File: src/rtl/ps2_pkg.sv
// ps2_pkg -- shared definitions for the PS/2 host-side blocks.
//   tx_state_t         : host transmit FSM encoding
//   FRAME_LEN          : device clock falling edges per host->device frame
//   FILT_LEN           : length of the PS/2 clock glitch filter
//   *_DEF              : default RTS hold and watchdog limits (100 MHz clk)
//   odd_parity()       : parity bit that makes the 9-bit payload odd
package ps2_pkg;

    typedef enum logic [2:0] {
        ST_IDLE,
        ST_RTS,
        ST_START,
        ST_DATA,
        ST_STOP,
        ST_ACK
    } tx_state_t;

    localparam int FRAME_LEN          = 11;
    localparam int FILT_LEN           = 8;
    localparam int PAYLOAD_BITS       = 9;        // 8 data bits + parity
    localparam int RTS_CYCLES_DEF     = 10000;    // 100 us
    localparam int TIMEOUT_CYCLES_DEF = 2000000;  // 20 ms

    function automatic logic odd_parity(input logic [7:0] d);
        return ~^d;
    endfunction

endpackage

File: src/rtl/ps2_tx_if.sv
// ps2_tx_if -- host-side request/status bundle of the PS/2 transmitter.
//   wr_ps2       : one-cycle request to send din
//   din          : command byte
//   tx_idle      : transmitter ready for a request
//   tx_done_tick : frame acknowledged by the device
//   tx_err_tick  : frame aborted by the watchdog
// master = requester, slave = ps2_tx.
interface ps2_tx_if;
    logic       wr_ps2;
    logic [7:0] din;
    logic       tx_idle;
    logic       tx_done_tick;
    logic       tx_err_tick;

    modport master (output wr_ps2, din,
                    input  tx_idle, tx_done_tick, tx_err_tick);
    modport slave  (input  wr_ps2, din,
                    output tx_idle, tx_done_tick, tx_err_tick);
endinterface

File: src/rtl/ps2_clk_filter.sv
// ps2_clk_filter -- debounce the raw PS/2 clock and flag its falling edges.
//   clk, reset : system clock, synchronous active-high reset
//   ps2c_in    : raw PS/2 clock line
//   fall_edge  : one-cycle pulse on each 1->0 step of the filtered clock
// The filtered level only changes after FILT_LEN identical samples, so
// short glitches never produce an edge. Shared with the receiver.
module ps2_clk_filter
    import ps2_pkg::*;
(
    input  logic clk,
    input  logic reset,
    input  logic ps2c_in,
    output logic fall_edge
);

    logic [FILT_LEN-1:0] sr_q, sr_d;
    logic                filt_q, filt_d;

    always_comb begin
        sr_d   = {ps2c_in, sr_q[FILT_LEN-1:1]};
        filt_d = filt_q;
        if (&sr_q)
            filt_d = 1'b1;
        else if (~|sr_q)
            filt_d = 1'b0;
    end

    assign fall_edge = filt_q & ~filt_d;

    always_ff @(posedge clk) begin
        if (reset) begin
            sr_q   <= '1;
            filt_q <= 1'b1;
        end else begin
            sr_q   <= sr_d;
            filt_q <= filt_d;
        end
    end

endmodule

File: src/rtl/ps2_tx.sv
// ps2_tx -- PS/2 host-to-device command transmitter.
//   clk, reset   : system clock, synchronous active-high reset
//   host         : ps2_tx_if.slave (wr_ps2/din in, tx_idle/done/err out)
//   ps2c_in      : sampled PS/2 clock line
//   ps2d_in      : sampled PS/2 data line (ack level is not checked)
//   ps2c_oe      : 1 pulls the PS/2 clock low
//   ps2d_oe      : 1 pulls the PS/2 data low
// Frame: hold clock low for RTS_CYCLES, then drive start, d0..d7, odd
// parity and release for stop, each bit changing on a device falling
// edge. The 11th falling edge is the device's ack edge; the one-cycle ack
// state then reports completion. A watchdog aborts if any device edge is
// more than TIMEOUT_CYCLES late.
module ps2_tx
    import ps2_pkg::*;
#(
    parameter int RTS_CYCLES     = RTS_CYCLES_DEF,
    parameter int TIMEOUT_CYCLES = TIMEOUT_CYCLES_DEF
) (
    input  logic     clk,
    input  logic     reset,
    ps2_tx_if.slave  host,
    input  logic     ps2c_in,
    input  logic     ps2d_in,
    output logic     ps2c_oe,
    output logic     ps2d_oe
);

    localparam int CNT_MAX = (RTS_CYCLES > TIMEOUT_CYCLES) ? RTS_CYCLES : TIMEOUT_CYCLES;
    localparam int CW      = $clog2(CNT_MAX + 1);

    tx_state_t                 state_q, state_d;
    logic [CW-1:0]             cnt_q, cnt_d;        // RTS timer, then watchdog
    logic [3:0]                nbit_q, nbit_d;
    logic [PAYLOAD_BITS-1:0]   sh_q, sh_d;
    logic                      c_oe_q, c_oe_d;
    logic                      d_oe_q, d_oe_d;
    logic                      idle_q, idle_d;
    logic                      done_q, done_d;
    logic                      err_q, err_d;
    logic                      fall_edge;
    logic                      ps2d_unused;

    assign ps2d_unused = ps2d_in;

    ps2_clk_filter u_filt (
        .clk       (clk),
        .reset     (reset),
        .ps2c_in   (ps2c_in),
        .fall_edge (fall_edge)
    );

    always_comb begin
        state_d = state_q;
        cnt_d   = cnt_q;
        nbit_d  = nbit_q;
        sh_d    = sh_q;
        done_d  = 1'b0;
        err_d   = 1'b0;

        case (state_q)
            ST_IDLE: begin
                // A request arriving alongside a done/err tick is dropped.
                if (host.wr_ps2 && !done_q && !err_q) begin
                    sh_d    = {odd_parity(host.din), host.din};
                    cnt_d   = '0;
                    state_d = ST_RTS;
                end
            end
            ST_RTS: begin
                if (cnt_q == CW'(RTS_CYCLES - 1)) begin
                    cnt_d   = '0;
                    state_d = ST_START;
                end else begin
                    cnt_d = cnt_q + 1'b1;
                end
            end
            ST_ACK: begin
                done_d  = 1'b1;
                cnt_d   = '0;
                state_d = ST_IDLE;
            end
            default: begin
                // START / DATA / STOP: advance on device edges, else watchdog.
                if (fall_edge) begin
                    cnt_d = '0;
                    if (state_q == ST_START) begin
                        nbit_d  = '0;
                        state_d = ST_DATA;
                    end else if (state_q == ST_DATA) begin
                        if (nbit_q == 4'(PAYLOAD_BITS - 1)) begin
                            state_d = ST_STOP;
                        end else begin
                            nbit_d = nbit_q + 1'b1;
                            sh_d   = sh_q >> 1;
                        end
                    end else begin
                        state_d = ST_ACK;
                    end
                end else if (cnt_q == CW'(TIMEOUT_CYCLES - 1)) begin
                    err_d   = 1'b1;
                    cnt_d   = '0;
                    state_d = ST_IDLE;
                end else begin
                    cnt_d = cnt_q + 1'b1;
                end
            end
        endcase

        // Outputs are decoded from the next state so they register with it.
        c_oe_d = (state_d == ST_RTS);
        d_oe_d = (state_d == ST_START) || ((state_d == ST_DATA) && !sh_d[0]);
        idle_d = (state_d == ST_IDLE);
    end

    always_ff @(posedge clk) begin
        if (reset) begin
            state_q <= ST_IDLE;
            cnt_q   <= '0;
            nbit_q  <= '0;
            sh_q    <= '0;
            c_oe_q  <= 1'b0;
            d_oe_q  <= 1'b0;
            idle_q  <= 1'b1;
            done_q  <= 1'b0;
            err_q   <= 1'b0;
        end else begin
            state_q <= state_d;
            cnt_q   <= cnt_d;
            nbit_q  <= nbit_d;
            sh_q    <= sh_d;
            c_oe_q  <= c_oe_d;
            d_oe_q  <= d_oe_d;
            idle_q  <= idle_d;
            done_q  <= done_d;
            err_q   <= err_d;
        end
    end

    assign ps2c_oe           = c_oe_q;
    assign ps2d_oe           = d_oe_q;
    assign host.tx_idle      = idle_q;
    assign host.tx_done_tick = done_q;
    assign host.tx_err_tick  = err_q;

endmodule
File: src/flat_wrapper.sv
// flat-port wrapper written by rule: the top's interface ports become plain ports
module ps2_tx_flat import ps2_pkg::*;
#(
    parameter int RTS_CYCLES     = RTS_CYCLES_DEF,
    parameter int TIMEOUT_CYCLES = TIMEOUT_CYCLES_DEF
)
  (clk, reset, ps2c_in, ps2d_in, ps2c_oe, ps2d_oe, host_wr_ps2, host_din, host_tx_idle, host_tx_done_tick, host_tx_err_tick);
  ps2_tx_if host_i ();
  input  logic clk;
  input  logic reset;
  input  logic ps2c_in;
  input  logic ps2d_in;
  output logic ps2c_oe;
  output logic ps2d_oe;
  input wire logic [$bits(host_i.wr_ps2)-1:0] host_wr_ps2;
  input wire logic [$bits(host_i.din)-1:0] host_din;
  output wire logic [$bits(host_i.tx_idle)-1:0] host_tx_idle;
  output wire logic [$bits(host_i.tx_done_tick)-1:0] host_tx_done_tick;
  output wire logic [$bits(host_i.tx_err_tick)-1:0] host_tx_err_tick;
  assign host_i.wr_ps2 = host_wr_ps2;
  assign host_i.din = host_din;
  assign host_tx_idle = host_i.tx_idle;
  assign host_tx_done_tick = host_i.tx_done_tick;
  assign host_tx_err_tick = host_i.tx_err_tick;
  ps2_tx #(.RTS_CYCLES(RTS_CYCLES), .TIMEOUT_CYCLES(TIMEOUT_CYCLES)) u_core (.clk(clk), .reset(reset), .host(host_i), .ps2c_in(ps2c_in), .ps2d_in(ps2d_in), .ps2c_oe(ps2c_oe), .ps2d_oe(ps2d_oe));
endmodule
File: config.mk
export PLATFORM = sky130hd
export DESIGN_NAME = ps2_tx_flat
export DESIGN_NICKNAME = d
export VERILOG_FILES = /design/src/rtl/ps2_pkg.sv /design/src/rtl/ps2_tx_if.sv /design/src/rtl/ps2_clk_filter.sv /design/src/rtl/ps2_tx.sv /design/src/flat_wrapper.sv
export SDC_FILE = /design/constraint.sdc
export NUM_CORES = 1
export LEC_CHECK = 0
export BUFFER_PORTS_ARGS = -buffer_cell sky130_fd_sc_hd__buf_2
export CORE_MARGIN = 2
export CORE_UTILIZATION = 43
export CTS_CLUSTER_DIAMETER = 50
export DETAILED_ROUTE_END_ITERATION = 8
export PLACE_DENSITY_LB_ADDON = 0.12
export SLEW_MARGIN = 20
export SYNTH_ARGS = -nofsm -noshare
export SYNTH_HDL_FRONTEND = slang
export SYNTH_SLANG_ARGS = --single-unit
File: constraint.sdc
create_clock -name clk -period 5.9 [get_ports clk]
set_input_delay 0 -clock clk [delete_from_list [all_inputs] [get_ports clk]]
set_output_delay 0 -clock clk [all_outputs]
set_load 0.005 [all_outputs]
==> results.sh <==
export IMPL_synth_xor_xnor_area_share=0.08922
export IMPL_max_clock_path_buffers=2
export IMPL_start_kind="flop"
export IMPL_fin_skew_ps=10.28
export IMPL_fin_nets=304
export IMPL_ant_nets=0
export IMPL_yosys_area_share_simple=0.3043
export IMPL_hpwl_mm=3.345
export IMPL_final_area_sq_um=2674
export IMPL_via_per_inst=5.365
export IMPL_setup_tns_ps=0
export IMPL_die_x_um=78.02
export IMPL_io_buffers=16
export IMPL_io_pins=18
export IMPL_maxCapViolations=0
export IMPL_drc_errors=0
export IMPL_wirelength_mm=4.797
export IMPL_clkLatencyLatePin_ps=310
export IMPL_final_hold_viol_count=0
export IMPL_p_leak_nw=0.9731
export IMPL_ir_worst_vdd_mv=0.1394
export IMPL_num_vias=1926
export IMPL_netlist_area_sq_um=2356
export IMPL_syn_nets=281
export IMPL_synthMuxAreaShare=0.004780
export IMPL_synth_compound_gate_area_share=0.1269
export IMPL_die_y_um=78.02
export IMPL_postCtsSetupBuffers=0
export IMPL_syn_inst=265
export IMPL_start_util=0.4526
export IMPL_drt_first_pass_iters=4
export IMPL_core_sq_um=5205
export IMPL_synth_area_leaders="dfxtp_1 (43%), nor2_1 (7.2%), xnor2_1 (4.8%)"
export IMPL_layout_worst_path_cycle_share=0.4500
export IMPL_gp_congestion=0.7740
export IMPL_numCtsBuffers=5
export IMPL_path_clk_slew_ps=100
export IMPL_synth_seq_area_share=0.4334
export IMPL_worstMarginPinSlew_ps=848.4
export IMPL_max_stage_delay_ps=550
export IMPL_die_area_sq_um=6087
export IMPL_antenna_found_initial=0
export IMPL_root_buffer="clkbuf_8"
export IMPL_setup_viol=0
export IMPL_antenna_diode_count=0
export IMPL_critPathKind="flop to flop"
export IMPL_grt_max_degree=33
export IMPL_synthAdderAreaFrac=0.01593
export IMPL_synthDistinctLibCells=53
export IMPL_crit_fanout=9
export IMPL_cp_required_ps=6160
export IMPL_cts_max_level=2
export IMPL_slowest_stage="nor2_1"
export IMPL_worstPathArrival_ps=2910
export IMPL_slew_limit_headroom=0.4310
export IMPL_cts_sinks=51
export IMPL_status="completed"
export IMPL_grt_pass1_wl_mm=8.176
export IMPL_crit_path_end_kind="flop"
export IMPL_grt_overflow_total=0
export IMPL_rows=26
export IMPL_power_density_nw_per_um2=246.5
export IMPL_ys_flop_type="dfxtp_1"
export IMPL_crit_chain="nor4_1 -> nand3_1 -> nor2_1 -> mux2_2 -> a222oi_1 -> o2111a_1"
export IMPL_syn_area_per_cell_sq_um=8.891
export IMPL_synth_edff_count=0
export IMPL_nFillCells=497
export IMPL_grt_util_all_layers=0.1709
export IMPL_min_period_ps=2655
export IMPL_synth_top_cell_by_area="dfxtp_1"
export IMPL_layout_drive_gt1_share=0.1626
export IMPL_wl_per_cell_um=13.36
export IMPL_rsz0062_at_grt="no"
export IMPL_fmax_mhz=376.7
export IMPL_cts_tree="done"
export IMPL_first_global_vias=1760
export IMPL_post_route_util=0.5137
export IMPL_synth_top_family_by_area="simple AND/OR/NAND/NOR gates"
export IMPL_ys_warn_count=0
export IMPL_hp_class="primary input to flop"
export IMPL_dr_first_iter_drc_count=108
export IMPL_area_delta_synth_final_pct=13.49
export IMPL_synth_seq_cells=51
export IMPL_dpl_cell_area_sq_um=2497
export IMPL_slew_violations=0
export IMPL_netlist_area_leader_share=0.4334
export IMPL_synth_async_sr_flop_share=0
-- worst max-delay path: cells and delay by family, from the launching register on --
family	cells	cell delay, ps
mux	1	400
simple gates	3	1300
flops	1	330
compound gates	2	570
-- synth_stat cells, types with 2 or more instances --
library cell and n:
nor4_1 4, xnor2_1 13, and3_1 6, nor2_1 45, xor2_1 11, nand2_1 20
or2_2 8, nand4_1 9, clkbuf_1 5, o21ai_0 4, and2_1 2, o211ai_1 3
a222oi_1 7, nor2b_1 2, nand3_1 11, nor3_1 4, a31oi_1 2, a22oi_1 2
a21o_2 2, a21oi_1 12, ha_1 3, inv_1 9, dfxtp_1 51
-- through the flow --
stage               hold slack (ps)  power [mW]  setup WS (ps)  std cells
floorplan                     71.42      0.4030           3730        265
global placement              187.4      0.4169           3285        345
detailed placement            188.3      0.4173           3216        345
CTS                          0.2985      0.6700           3201        359
global route                  12.64      0.6922           2981        359
finish                        11.83      0.6590           3245        359
-- final timing paths --
path	slack [ps]	cells past startpoint	to	startpoint
max	3250	6	u_core.ps2d_oe	u_core.u_filt.sr_q[5]
min	10	3	u_core.sh_q[0]	host_din[0]
max reg2reg	3250	6	u_core.ps2d_oe	u_core.u_filt.sr_q[5]
min reg2reg	470	2	u_core.sh_q[1]	u_core.sh_q[1]
-- per-layer routing --
metal  track usage  share of wire
met5             0              0
met4       0.06491         0.0085
met3       0.04943          0.046
met2        0.2664           0.44
met1        0.2249           0.51
-- sequential cells by signal, indices dropped and copies added, names as in the netlist --
| register | cells |
|---|---|
| u_core.cnt_q | 21 |
| u_core.host.tx_done_tick | 1 |
| u_core.state_q | 3 |
| u_core.host.tx_idle | 1 |
| u_core.u_filt.filt_q | 1 |
| u_core.host.tx_err_tick | 1 |
| u_core.nbit_q | 4 |
| u_core.ps2d_oe | 1 |
| u_core.ps2c_oe | 1 |
| u_core.sh_q | 9 |
| u_core.u_filt.sr_q | 8 |
-- cell families after synthesis --
logic type | Yosys count
adders and majority gates | 3
muxes | 1
buffers and inverters | 15
and+or+nand+nor | 130
DFF | 51
xor gates and xnor gates | 24
AOI/OAI and AO/OA | 41
-- timing repair --
item,4_1_cts,5_1_grt
gates resized for setup,0,0
hold endpoints to repair,6,0
setup endpoints to repair,0,0
hold buffers,6,0
-- power by group --
part	total (mW)	switching [mW]	internal, mW
clock network	0.247	0.119	0.129
logic	0.0542	0.0300	0.0242
registers	0.358	0.00552	0.352
total	0.659	0.154	0.505
-- cells in the final DEF (no fill, tap or decap), types with 9 or more instances in the layout --
master   count
inv_1        9
xor2_1      11
dfxtp_1     51
xnor2_1     13
nand4_1      9
nor2_1      45
nand2_1     20
buf_2       16
a21oi_1     12
nand3_1     11
-- cell type report --
class	instances	area, sq um	area share
flip-flops and latches	51	1021	0.3818
repair buffers	22	140.1	0.05241
multi-input cells	199	1275	0.4768
clock inverters	3	47.55	0.01778
clock buffers	5	68.82	0.02574
well taps	70	87.58	0.03276
inverters	9	33.78	0.01263
Note: power is estimated with default switching activity, not from simulation.
